File: src/rtl/prienc_pkg.sv
// Shared types and constants for the priority-encode scan controller.
package prienc_pkg;

    localparam int IDX_W  = 3;
    localparam int DATA_W = 8;

    typedef enum logic [1:0] {
        IDLE = 2'd0,
        SCAN = 2'd1,
        DONE = 2'd2
    } state_e;

    localparam logic [7:0] SEG_BLANK = 8'h00;

    // Active-high {a,b,c,d,e,f,g,dp}; element 0 is the rightmost entry.
    localparam logic [7:0][7:0] SEG_LUT = {
        8'hE0, 8'hBE, 8'hB6, 8'h66, 8'hF2, 8'hDA, 8'h60, 8'hFC
    };

endpackage

File: src/rtl/prienc_seg_lut.sv
// Combinational 3-bit index to active-high seven-segment code.
module prienc_seg_lut
    import prienc_pkg::*;
(
    input  logic [IDX_W-1:0] idx,
    output logic [7:0]       seg
);

    assign seg = SEG_LUT[idx];

endmodule

File: src/rtl/prienc_scan_ctrl.sv
// MSB-first scanning priority encoder with start/busy/done handshake and 7-seg output.
// Optional periodic self-triggering is enabled by defining PRIENC_AUTO_SAMPLE_EN.
module prienc_scan_ctrl
    import prienc_pkg::*;
#(
    parameter int DIV = 16
) (
    input  logic              clk,
    input  logic              rst,
    input  logic [DATA_W-1:0] data,
    input  logic              enable,
    input  logic              start,
    output logic              busy,
    output logic              done,
    output logic [IDX_W-1:0]  ledout,
    output logic              sign,
    output logic [7:0]        segout,
    output state_e            state_dbg
);

    state_e              state_q, state_d;
    logic [DATA_W-1:0]   shadow_q, shadow_d;
    logic [IDX_W-1:0]    ptr_q, ptr_d;
    logic [IDX_W-1:0]    ledout_q, ledout_d;
    logic                sign_q, sign_d;
    logic                done_q, done_d;
    logic                busy_q, busy_d;
    logic                auto_req;
    logic                trigger;
    logic [7:0]          seg_raw;

`ifdef PRIENC_AUTO_SAMPLE_EN
    logic [15:0] presc_q, presc_d;

    always_comb begin
        presc_d  = presc_q;
        auto_req = 1'b0;
        if (!enable) begin
            presc_d = '0;
        end else if (presc_q == 16'(DIV - 1)) begin
            presc_d  = '0;
            auto_req = 1'b1;
        end else begin
            presc_d = presc_q + 16'd1;
        end
    end

    always_ff @(posedge clk or posedge rst) begin
        if (rst) presc_q <= '0;
        else     presc_q <= presc_d;
    end
`else
    logic unused_div;
    assign unused_div = ^16'(DIV);
    assign auto_req   = 1'b0;
`endif

    // Requests arriving outside IDLE are dropped, never queued.
    assign trigger = enable && (start || auto_req);

    always_comb begin
        state_d  = state_q;
        shadow_d = shadow_q;
        ptr_d    = ptr_q;
        ledout_d = ledout_q;
        sign_d   = sign_q;
        done_d   = 1'b0;
        busy_d   = 1'b0;
        case (state_q)
            IDLE: begin
                if (trigger) begin
                    shadow_d = data;
                    ptr_d    = IDX_W'(DATA_W - 1);
                    state_d  = SCAN;
                    busy_d   = 1'b1;
                end
            end
            SCAN: begin
                if (!enable) begin
                    state_d = IDLE;
                end else if (shadow_q[ptr_q]) begin
                    ledout_d = ptr_q;
                    sign_d   = 1'b1;
                    state_d  = DONE;
                    done_d   = 1'b1;
                end else if (ptr_q == '0) begin
                    ledout_d = '0;
                    sign_d   = 1'b0;
                    state_d  = DONE;
                    done_d   = 1'b1;
                end else begin
                    ptr_d  = ptr_q - 1'b1;
                    busy_d = 1'b1;
                end
            end
            DONE:    state_d = IDLE;
            default: state_d = IDLE;
        endcase
    end

    always_ff @(posedge clk or posedge rst) begin
        if (rst) begin
            state_q  <= IDLE;
            shadow_q <= '0;
            ptr_q    <= IDX_W'(DATA_W - 1);
            ledout_q <= '0;
            sign_q   <= 1'b0;
            done_q   <= 1'b0;
            busy_q   <= 1'b0;
        end else begin
            state_q  <= state_d;
            shadow_q <= shadow_d;
            ptr_q    <= ptr_d;
            ledout_q <= ledout_d;
            sign_q   <= sign_d;
            done_q   <= done_d;
            busy_q   <= busy_d;
        end
    end

    prienc_seg_lut u_seg_lut (
        .idx (ledout_q),
        .seg (seg_raw)
    );

    assign segout    = (enable && sign_q) ? seg_raw : SEG_BLANK;
    assign ledout    = ledout_q;
    assign sign      = sign_q;
    assign done      = done_q;
    assign busy      = busy_q;
    assign state_dbg = state_q;

endmodule

File: config.mk
export PLATFORM = sky130hd
export DESIGN_NAME = prienc_scan_ctrl
export DESIGN_NICKNAME = d
export VERILOG_FILES = /design/src/rtl/prienc_pkg.sv /design/src/rtl/prienc_seg_lut.sv /design/src/rtl/prienc_scan_ctrl.sv
export SDC_FILE = /design/constraint.sdc
export NUM_CORES = 1
export LEC_CHECK = 0
export ABC_CLOCK_PERIOD_IN_PS = 1800
export BUFFER_PORTS_ARGS = -buffer_cell sky130_fd_sc_hd__buf_2
export CORE_MARGIN = 5
export CORE_UTILIZATION = 46
export CTS_CLUSTER_DIAMETER = 80
export DETAILED_ROUTE_END_ITERATION = 10
export PLACE_DENSITY = 0.74
export RECOVER_POWER = 50
export SYNTH_ARGS = -nofsm -noshare
export SYNTH_HDL_FRONTEND = slang
export SYNTH_SLANG_ARGS = --single-unit
File: constraint.sdc
create_clock -name clk -period 1.8 [get_ports clk]
set_clock_uncertainty 0.05 [all_clocks]
set_input_delay 0.09 -clock clk [delete_from_list [all_inputs] [get_ports clk]]
set_output_delay 0.09 -clock clk [all_outputs]
set_load 0.1 [all_outputs]
==> qor.yml, run 1 <==
post_route_cell_area_sq_um: 1610
wl_mm: 2.44
crit_path_max_fanout: 6
critical_path.cell_chain: "mux2i_2 > mux4_2 > buf_4 > a311oi_2 > a211oi_1"
synth_area_leaders: "dfrtp_1 38%, ha_1 9.6%, mux2_2 8.6%"
hold-worst-slack_ps: 167
critical_path_class: "flop to flop"
timing.critical_path.required_ps: 1970
worst_hold_path_stage_count: 3
final_number_of_hold_violating_endpoints: 0
synthToLayoutAreaGrowth_pct: 54.5
netlist-cell-type-count: 28
ant_nets: 0
timing.max_cap.violations: 0
cp_top_family: "flip-flops"
dpl-instance-area_sq_um: 1430
ioPinCount: 28
fmax_mhz: 530
initial_core_util_pct: 47.7
finalWeightedCongestion: 0.739
tritoncts_sink_count: 19
detail_route.wl_per_cell_um: 14.7
antennaDiodeCount: 0
dp_slack_ps: -87.8
violations: "negative setup slack"
grt_antenna_before_repair: 0
grt_start_max_net_pins: 20
remaining_drc_errors: 0
syn-mean-instance-area_sq_um: 11.0
worst_slack_ps: -85.0
min_period_over_period_pct: 105
groute.usage.overall_pct: 15.1
grt_setup_unrepaired: "true"
outcome: "complete, but fails checks"
timing.final.crit_period_ps: 1890
rows: 17
yosys_warnings: 0
cts-htree-levels: 1
netlist_instances: 95
final_max_slew_viol_count: 0
drive_above_1_share_pct: 54.3
first_global_vias: 891
post-synth-top-count-cell: "dfrtp_1"
r2r.worst_path.cells: 5
arrival_ps: 2050
clockBufferDepth: 2
clock_transition_at_the_registers_of_the_reported_paths_ps: 110
worst_setup_path_end_kind: "flop"
timing.critical_path.slowest_stage_cell: "dfstp_2"
holdCritPathClass: "input pin to flop"
mappedNetlistArea_sq_um: 1040
final_nets: 159
filler_cells: 144
setup_violations: 6
final.setup.tns_ps: -352
critPathMaxStageDelay_ps: 650
ctsRootBufferMaster: "clkbuf_4"
worst_pin_slew_ps: 729
dieArea_sq_um: 3320
die_width_um: 57.7
clock_insertion_delay_at_the_later_pin_of_the_skew_report_ps: 290
overflow: 0
chipHeight_um: 57.7
netlist_top_cells_count: "16 x dfrtp_1, 12 x inv_1, 8 x ha_1, 8 x mux2_2"
via_total_after_detailed_routing: 881
firstDrtPassIters: 4
detail_route.iter0.violations: 13
worstPathBufferInverterCount: 1
synth.ff_latch_count: 19
post-dp-hpwl_mm: 1.83
grt_pass1_wl_mm: 3.96
synthesis.nets: 115
synth_largest_type_area_fraction_pct: 38.3
tritoncts.num_buffers: 3
worstSetupPathDepth: 5
core_sq_um: 2190
critPathLaunchType: "flop"
synth_seq_area_share_pct: 45.9
tritoncts_clock_tree: "done"
vias_per_cell: 5.31
maxSlewHeadroom_pct: 51.4
rrSetupSlack_ps: -90
synth-edff-count: 0
synth-main-ff-cell: "dfrtp_1"
ys_async_sr_fraction_pct: 100
numPortBuffers: 26
synth.largest_area_cell: "dfrtp_1"
-- final cells by class --
| cell class | count | area (sq um) | share of cell area [%] |
|---|---|---|---|
| Clock buffer | 3 | 22.5 | 1.40 |
| Clock inverter | 1 | 5.00 | 0.310 |
| Inverter | 12 | 53.8 | 3.33 |
| Multi-Input combinational cell | 61 | 633 | 39.2 |
| Sequential cell | 19 | 499 | 30.9 |
| Tap cell | 28 | 35.0 | 2.17 |
| Timing Repair Buffer | 42 | 365 | 22.6 |
-- per-layer routing --
layer / up-vias / track usage, % / share of wire (%)
met2: 27 / 29.4 / 55
met4: 0 / 3.97 / 1.7
met5: - / 0 / 0
met3: 6 / 2.23 / 4.3
met1: 433 / 16.9 / 39
li1: 415 / - / -
-- worst paths after layout --
path	startpoint	endpoint
min reg2reg	shadow_q[2]	shadow_q[2]
max reg2reg	ptr_q[0]	ptr_q[2]
min	enable	sign
max	ptr_q[0]	ptr_q[2]
max in group asynchronous	rst	state_dbg[1]
min in group asynchronous	rst	shadow_q[5]
-- sequential cells by signal (all words and copies together), names as in the netlist --
register,cells
shadow_q,8
ledout,3
ptr_q,3
state_dbg,2
busy,1
done,1
sign,1
-- logic make-up (layout without fill, tap and decap cells) --
| family | after synthesis | in the layout | share of synthesized area [%] |
|---|---|---|---|
| fa+ha+maj | 8 | 8 | 9.58 |
| simple gates | 20 | 20 | 10.7 |
| mux | 15 | 15 | 16.5 |
| compound gates | 17 | 17 | 10.4 |
| buf+inv | 15 | 58 | 6.59 |
| other cells | 1 | 1 | 0.359 |
| flops | 19 | 19 | 45.9 |
-- worst reg2reg max path, stage by stage, from the launching register on --
cell      delay [ps]
dfstp_2          650
mux2i_2          100
mux4_2           520
buf_4            190
a311oi_2         240
a211oi_1          70
-- placed cells by master, fill, tap and decap left out, types with 2 or more instances in the layout --
| master | instances |
|---|---|
| a21o_1 | 2 |
| a21oi_4 | 7 |
| a22o_1 | 2 |
| and3b_1 | 2 |
| buf_12 | 6 |
| buf_2 | 16 |
| buf_4 | 8 |
| clkbuf_2 | 3 |
| clkbuf_4 | 3 |
| dfrtp_1 | 10 |
| dfrtp_4 | 5 |
| dfstp_2 | 3 |
| dlygate4sd3_1 | 9 |
| ha_1 | 7 |
| inv_1 | 8 |
| inv_4 | 2 |
| mux2_2 | 8 |
| mux2i_1 | 4 |
| mux2i_2 | 2 |
| nand2_1 | 6 |
| nor2_1 | 3 |
| o211ai_1 | 2 |
| o21ai_0 | 2 |
-- metrics by stage --
| step | std cells | util (%) |
|---|---|---|
| after floorplan | 95 | - |
| after global placement | 150 | 65.3 |
| after detailed placement | 150 | 65.3 |
| after CTS | 164 | 71.3 |
| after global routing | 166 | 73.7 |
| final | 166 | 73.7 |
-- timing repair --
| action | in CTS | in global routing |
|---|---|---|
| endpoints found under the setup margin | 10 | 14 |
| resized for setup | 3 | 7 |
| hold buffers | 9 | 0 |
| pin swaps | 1 | 4 |
| endpoints found under the hold margin | 24 | 0 |
| buffers inserted | 1 | 2 |
Power of run 1 is left out: the tool's default activity adds up to more than one toggle a clock period on the data nets, which glitch-free logic cannot reach.
==> inputs of run 2 (changes only) <==
--- a/config.mk
+++ b/config.mk
@@ -9,9 +9,8 @@
 export BUFFER_PORTS_ARGS = -buffer_cell sky130_fd_sc_hd__buf_2
 export CORE_MARGIN = 5
 export CORE_UTILIZATION = 46
-export CTS_CLUSTER_DIAMETER = 80
 export DETAILED_ROUTE_END_ITERATION = 10
-export PLACE_DENSITY = 0.74
+export PLACE_DENSITY = 0.84
 export RECOVER_POWER = 50
 export SYNTH_ARGS = -nofsm -noshare
 export SYNTH_HDL_FRONTEND = slang
==> qor.yml, run 2 (synthesis gave the netlist of run 1 again) <==
die_width_um: 57.7
setup_violations: 6
final_number_of_hold_violating_endpoints: 0
min_period_over_period_pct: 105
rows: 17
remaining_drc_errors: 0
chipHeight_um: 57.7
grt_pass1_wl_mm: 4.10
detail_route.wl_per_cell_um: 14.6
critPathLaunchType: "flop"
hold-worst-slack_ps: 131
post-dp-hpwl_mm: 1.94
arrival_ps: 2030
timing.max_cap.violations: 0
detail_route.iter0.violations: 8
layout.core_utilization_pct: 72.6
largest_register_by_flop_count: "shadow_q"
crit_path_max_fanout: 7
overflow: 0
worst_slack_ps: -84.1
firstDrtPassIters: 5
via_total_after_detailed_routing: 872
grt_start_max_net_pins: 20
grt_setup_unrepaired: "true"
mostFrequentLayoutCells: "17 x buf_2, 10 x dfrtp_1, 9 x inv_1, 9 x dlygate4sd3_1"
numPortBuffers: 26
initial_core_util_pct: 47.7
vias_per_cell: 5.22
final_nets: 160
clockBufferDepth: 2
wl_mm: 2.44
core_sq_um: 2190
grt_antenna_before_repair: 0
critical_path_class: "flop to flop"
tritoncts.num_buffers: 3
timing.critical_path.required_ps: 1950
timing.final.crit_period_ps: 1880
worst_pin_slew_ps: 674
dp.cells: 151
violations: "negative setup slack"
antennaDiodeCount: 0
outcome: "complete, but fails checks"
fmax_mhz: 531
first_global_vias: 926
dieArea_sq_um: 3320
tritoncts_clock_tree: "done"
groute.usage.overall_pct: 16.0
final_max_slew_viol_count: 0
dp_slack_ps: -101
layout.cells.most_common: "buf_2"
finalWeightedCongestion: 0.800
synthToLayoutAreaGrowth_pct: 52.2
maxSlewHeadroom_pct: 55.0
number_of_flip_flops_in_the_largest_register: 8
cts-htree-levels: 1
ctsRootBufferMaster: "clkbuf_4"
clock_insertion_delay_at_the_later_pin_of_the_skew_report_ps: 300
holdCritPathClass: "input pin to flop"
ioPinCount: 28
drive_above_1_share_pct: 51.1
ant_nets: 0
non_filler_cells_final: 167
clock_transition_at_the_registers_of_the_reported_paths_ps: 110
tritoncts_sink_count: 19
worst_setup_path_end_kind: "flop"
## run 2: layout make-up
class | instances | area (sq um)
Multi-Input combinational cell | 61 | 608
Fill cell | 157 | 601
Sequential cell | 19 | 499
Timing Repair Buffer | 43 | 373
Inverter | 12 | 47.5
Tap cell | 28 | 35.0
Clock buffer | 3 | 22.5
Clock inverter | 1 | 5.00
## run 2: timing repair
item,in CTS,in global routing
resized for setup,1,4
pin swaps,1,1
endpoints found under the hold margin,24,0
endpoints found under the setup margin,9,14
buffers inserted,1,2
hold buffers,9,0
## run 2: final timing paths
kind	from	to	slack, ps	cells past startpoint
max in group asynchronous	rst	state_dbg[1]	830	3
setup / recovery	ptr_q[0]	ledout[1]	-80	4
hold reg to reg	shadow_q[4]	shadow_q[4]	480	1
setup reg to reg	ptr_q[0]	ledout[1]	-80	4
min in group asynchronous	rst	shadow_q[1]	360	3
hold / removal	enable	sign	130	3
## run 2: metal layers
| metal | GRT usage, % | vias to the layer above | share of wire (%) |
|---|---|---|---|
| li1 | - | 415 | - |
| met1 | 17.7 | 418 | 37 |
| met2 | 29.7 | 32 | 55 |
| met3 | 2.23 | 7 | 5.2 |
| met4 | 7.62 | 0 | 2.9 |
| met5 | 0 | - | 0 |
## run 2: metrics by stage
stage / TNS [ps] / instance area (sq um)
2_1_floorplan: -57.7 / 1170
3_5_place_dp: -343 / 1440
6_report: -312 / 1590
4_1_cts: -285 / 1560
5_1_grt: -793 / 1590
3_3_place_gp: -46.0 / 1440
## run 2: worst max-delay path, cell delays in order (launching register included)
cell	delay (ps)
dfstp_2	650
mux2i_1	120
mux4_2	530
a21o_1	220
a22o_1	210
Power of run 2 is left out for the same reason.
==> inputs of run 3 (changes only) <==
--- a/config.mk
+++ b/config.mk
@@ -5,12 +5,13 @@
 export SDC_FILE = /design/constraint.sdc
 export NUM_CORES = 1
 export LEC_CHECK = 0
+export ABC_AREA = 1
 export ABC_CLOCK_PERIOD_IN_PS = 1800
 export BUFFER_PORTS_ARGS = -buffer_cell sky130_fd_sc_hd__buf_2
 export CORE_MARGIN = 5
 export CORE_UTILIZATION = 46
 export DETAILED_ROUTE_END_ITERATION = 10
-export PLACE_DENSITY = 0.84
+export PLACE_DENSITY = 0.83
 export RECOVER_POWER = 50
 export SYNTH_ARGS = -nofsm -noshare
 export SYNTH_HDL_FRONTEND = slang
==> qor.yml, run 3 <==
worst_setup_path_end_kind: "output pin"
final.setup.tns_ps: 0
critical_path.reg2reg.endpoint: "ptr_q[2]"
detail_route.iter0.violations: 37
rows: 17
synthToLayoutAreaGrowth_pct: 42.0
first_global_vias: 967
synth-main-ff-cell: "dfrtp_1"
netlist_instances: 127
initial_core_util_pct: 49.4
groute.usage.overall_pct: 15.8
mappedNetlistArea_sq_um: 1110
maxSlewHeadroom_pct: 53.6
worstSetupPathDepth: 6
ant_nets: 0
post-dp-hpwl_mm: 1.87
dp_slack_ps: 229
ioPinCount: 28
detail_route.wl_per_cell_um: 12.5
clock_transition_at_the_registers_of_the_reported_paths_ps: 110
chipHeight_um: 59.2
critical_path.cell_chain: "inv_2 > ha_1 > nand2_1 > nand2_1 > a21oi_4 > buf_12"
number_of_flip_flops_in_the_largest_register: 8
cp_top_family: "flip-flops"
final_max_slew_viol_count: 0
mostFrequentLayoutCells: "32 x nand2_1, 13 x inv_1, 12 x buf_2"
netlist-cell-type-count: 21
syn-mean-instance-area_sq_um: 8.77
grt_pass1_wl_mm: 4.21
netlist_top_cells_count: "33 x nand2_1, 16 x dfrtp_1, 16 x inv_1"
vias_per_cell: 4.99
yosys_warnings: 0
critical_path_class: "flop to output pin"
drive_above_1_share_pct: 42.4
post_route_cell_area_sq_um: 1580
arrival_ps: 1570
synth_largest_type_area_fraction_pct: 36.0
outcome: "completed"
synth-edff-count: 0
grt_start_max_net_pins: 20
final_number_of_hold_violating_endpoints: 0
ys_async_sr_fraction_pct: 100
tritoncts.num_buffers: 3
tritoncts_sink_count: 19
timing.critical_path.required_ps: 1660
regToRegStartpoint: "ptr_q[0]"
synth.ff_latch_count: 19
setup_violations: 0
timing.critical_path.from: "ledout[1]"
largest_register_by_flop_count: "shadow_q"
synthesis.nets: 147
finalWeightedCongestion: 0.762
tritoncts_clock_tree: "done"
grt_antenna_before_repair: 0
dpl-instance-area_sq_um: 1430
cts-htree-levels: 1
cpMostUsedCell: "nand2_1"
layout.cells.most_common: "nand2_1"
timing.max_cap.violations: 0
worst_pin_slew_ps: 695
crit_path_max_fanout: 6
final_nets: 186
antennaDiodeCount: 0
post-synth-top-count-cell: "nand2_1"
timing.final.crit_period_ps: 1710
holdCritPathClass: "input pin to flop"
die_width_um: 59.2
firstDrtPassIters: 4
rrSetupSlack_ps: 200
critPathLaunchType: "flop"
clockBufferDepth: 2
min_period_over_period_pct: 95.0
wl_mm: 2.42
ctsRootBufferMaster: "clkbuf_4"
via_total_after_detailed_routing: 963
grt_setup_unrepaired: "false"
clock_insertion_delay_at_the_later_pin_of_the_skew_report_ps: 310
dieArea_sq_um: 3500
worst_slack_ps: 89.4
synth_area_leaders: "dfrtp_1 36%, nand2_1 11%, ha_1 9.0%"
critPathMaxStageDelay_ps: 460
worstPathBufferInverterCount: 2
synth_seq_area_share_pct: 43.0
crit_path_end: "segout[7]"
fmax_mhz: 585
r2r.worst_path.cells: 9
numPortBuffers: 26
timing.critical_path.slowest_stage_cell: "dfrtp_4"
synth.largest_area_cell: "dfrtp_1"
core_sq_um: 2250
remaining_drc_errors: 0
overflow: 0
==> run 3: cell families after synthesis <==
family / synth area share [%]
multiplexers: 4.04
flip-flops: 43.0
AO/OA/AOI/OAI: 4.04
AND/OR/NAND/NOR: 29.9
other: 0.337
adder cells (fa/ha/maj): 8.99
XOR/XNOR: 0.787
buffers and inverters: 8.88
==> run 3: through the flow <==
step	std cells	hold WS, ps	utilization (%)
5_1_grt	193	248	70.1
2_1_floorplan	127	-11.1	-
3_5_place_dp	178	182	63.2
3_3_place_gp	178	164	63.2
4_1_cts	191	224	68.6
6_report	193	229	70.1
==> run 3: how the worst min path moves through the flow <==
stage,cells past startpoint,to,startpoint
after floorplan,1,busy,rst
after global placement,2,shadow_q[6],rst
after detailed placement,2,shadow_q[6],rst
after CTS,3,state_dbg[0],start
after global routing,3,state_dbg[0],start
final,3,state_dbg[0],start
==> run 3: layout make-up <==
cell class	instances	area, sq um
clock buffers	3	22.5
clock inverters	1	7.51
fillers	159	673
inverters	17	72.6
multi-input cells	88	621
flip-flops and latches	19	495
well taps	28	35.0
repair buffers	37	328
==> run 3: worst register-to-register path, stage by stage (launching register included) <==
cell     delay (ps)
dfstp_2         660
inv_6            70
ha_1            190
inv_1            50
nor2_1           60
nor2_4          130
nand3_4         130
nand2_4          90
nand2_1          70
nand2_1          60
==> run 3: metal layers <==
metal	up-vias	part of all wire, %	track usage (%)
li1	470	-	-
met1	454	40	18.2
met2	32	53	28.2
met3	7	5.2	2.61
met4	0	2.5	7.12
met5	-	0	0
==> run 3: repair_timing <==
action | in CTS | in global routing
gates cloned | 0 | 0
buffers inserted | 0 | 2
hold buffers | 9 | 0
resized for setup | 1 | 3
endpoints found under the hold margin | 24 | 0
setup endpoints to repair | 1 | 4
pin swaps | 0 | 1
Power of run 3 is left out for the same reason.
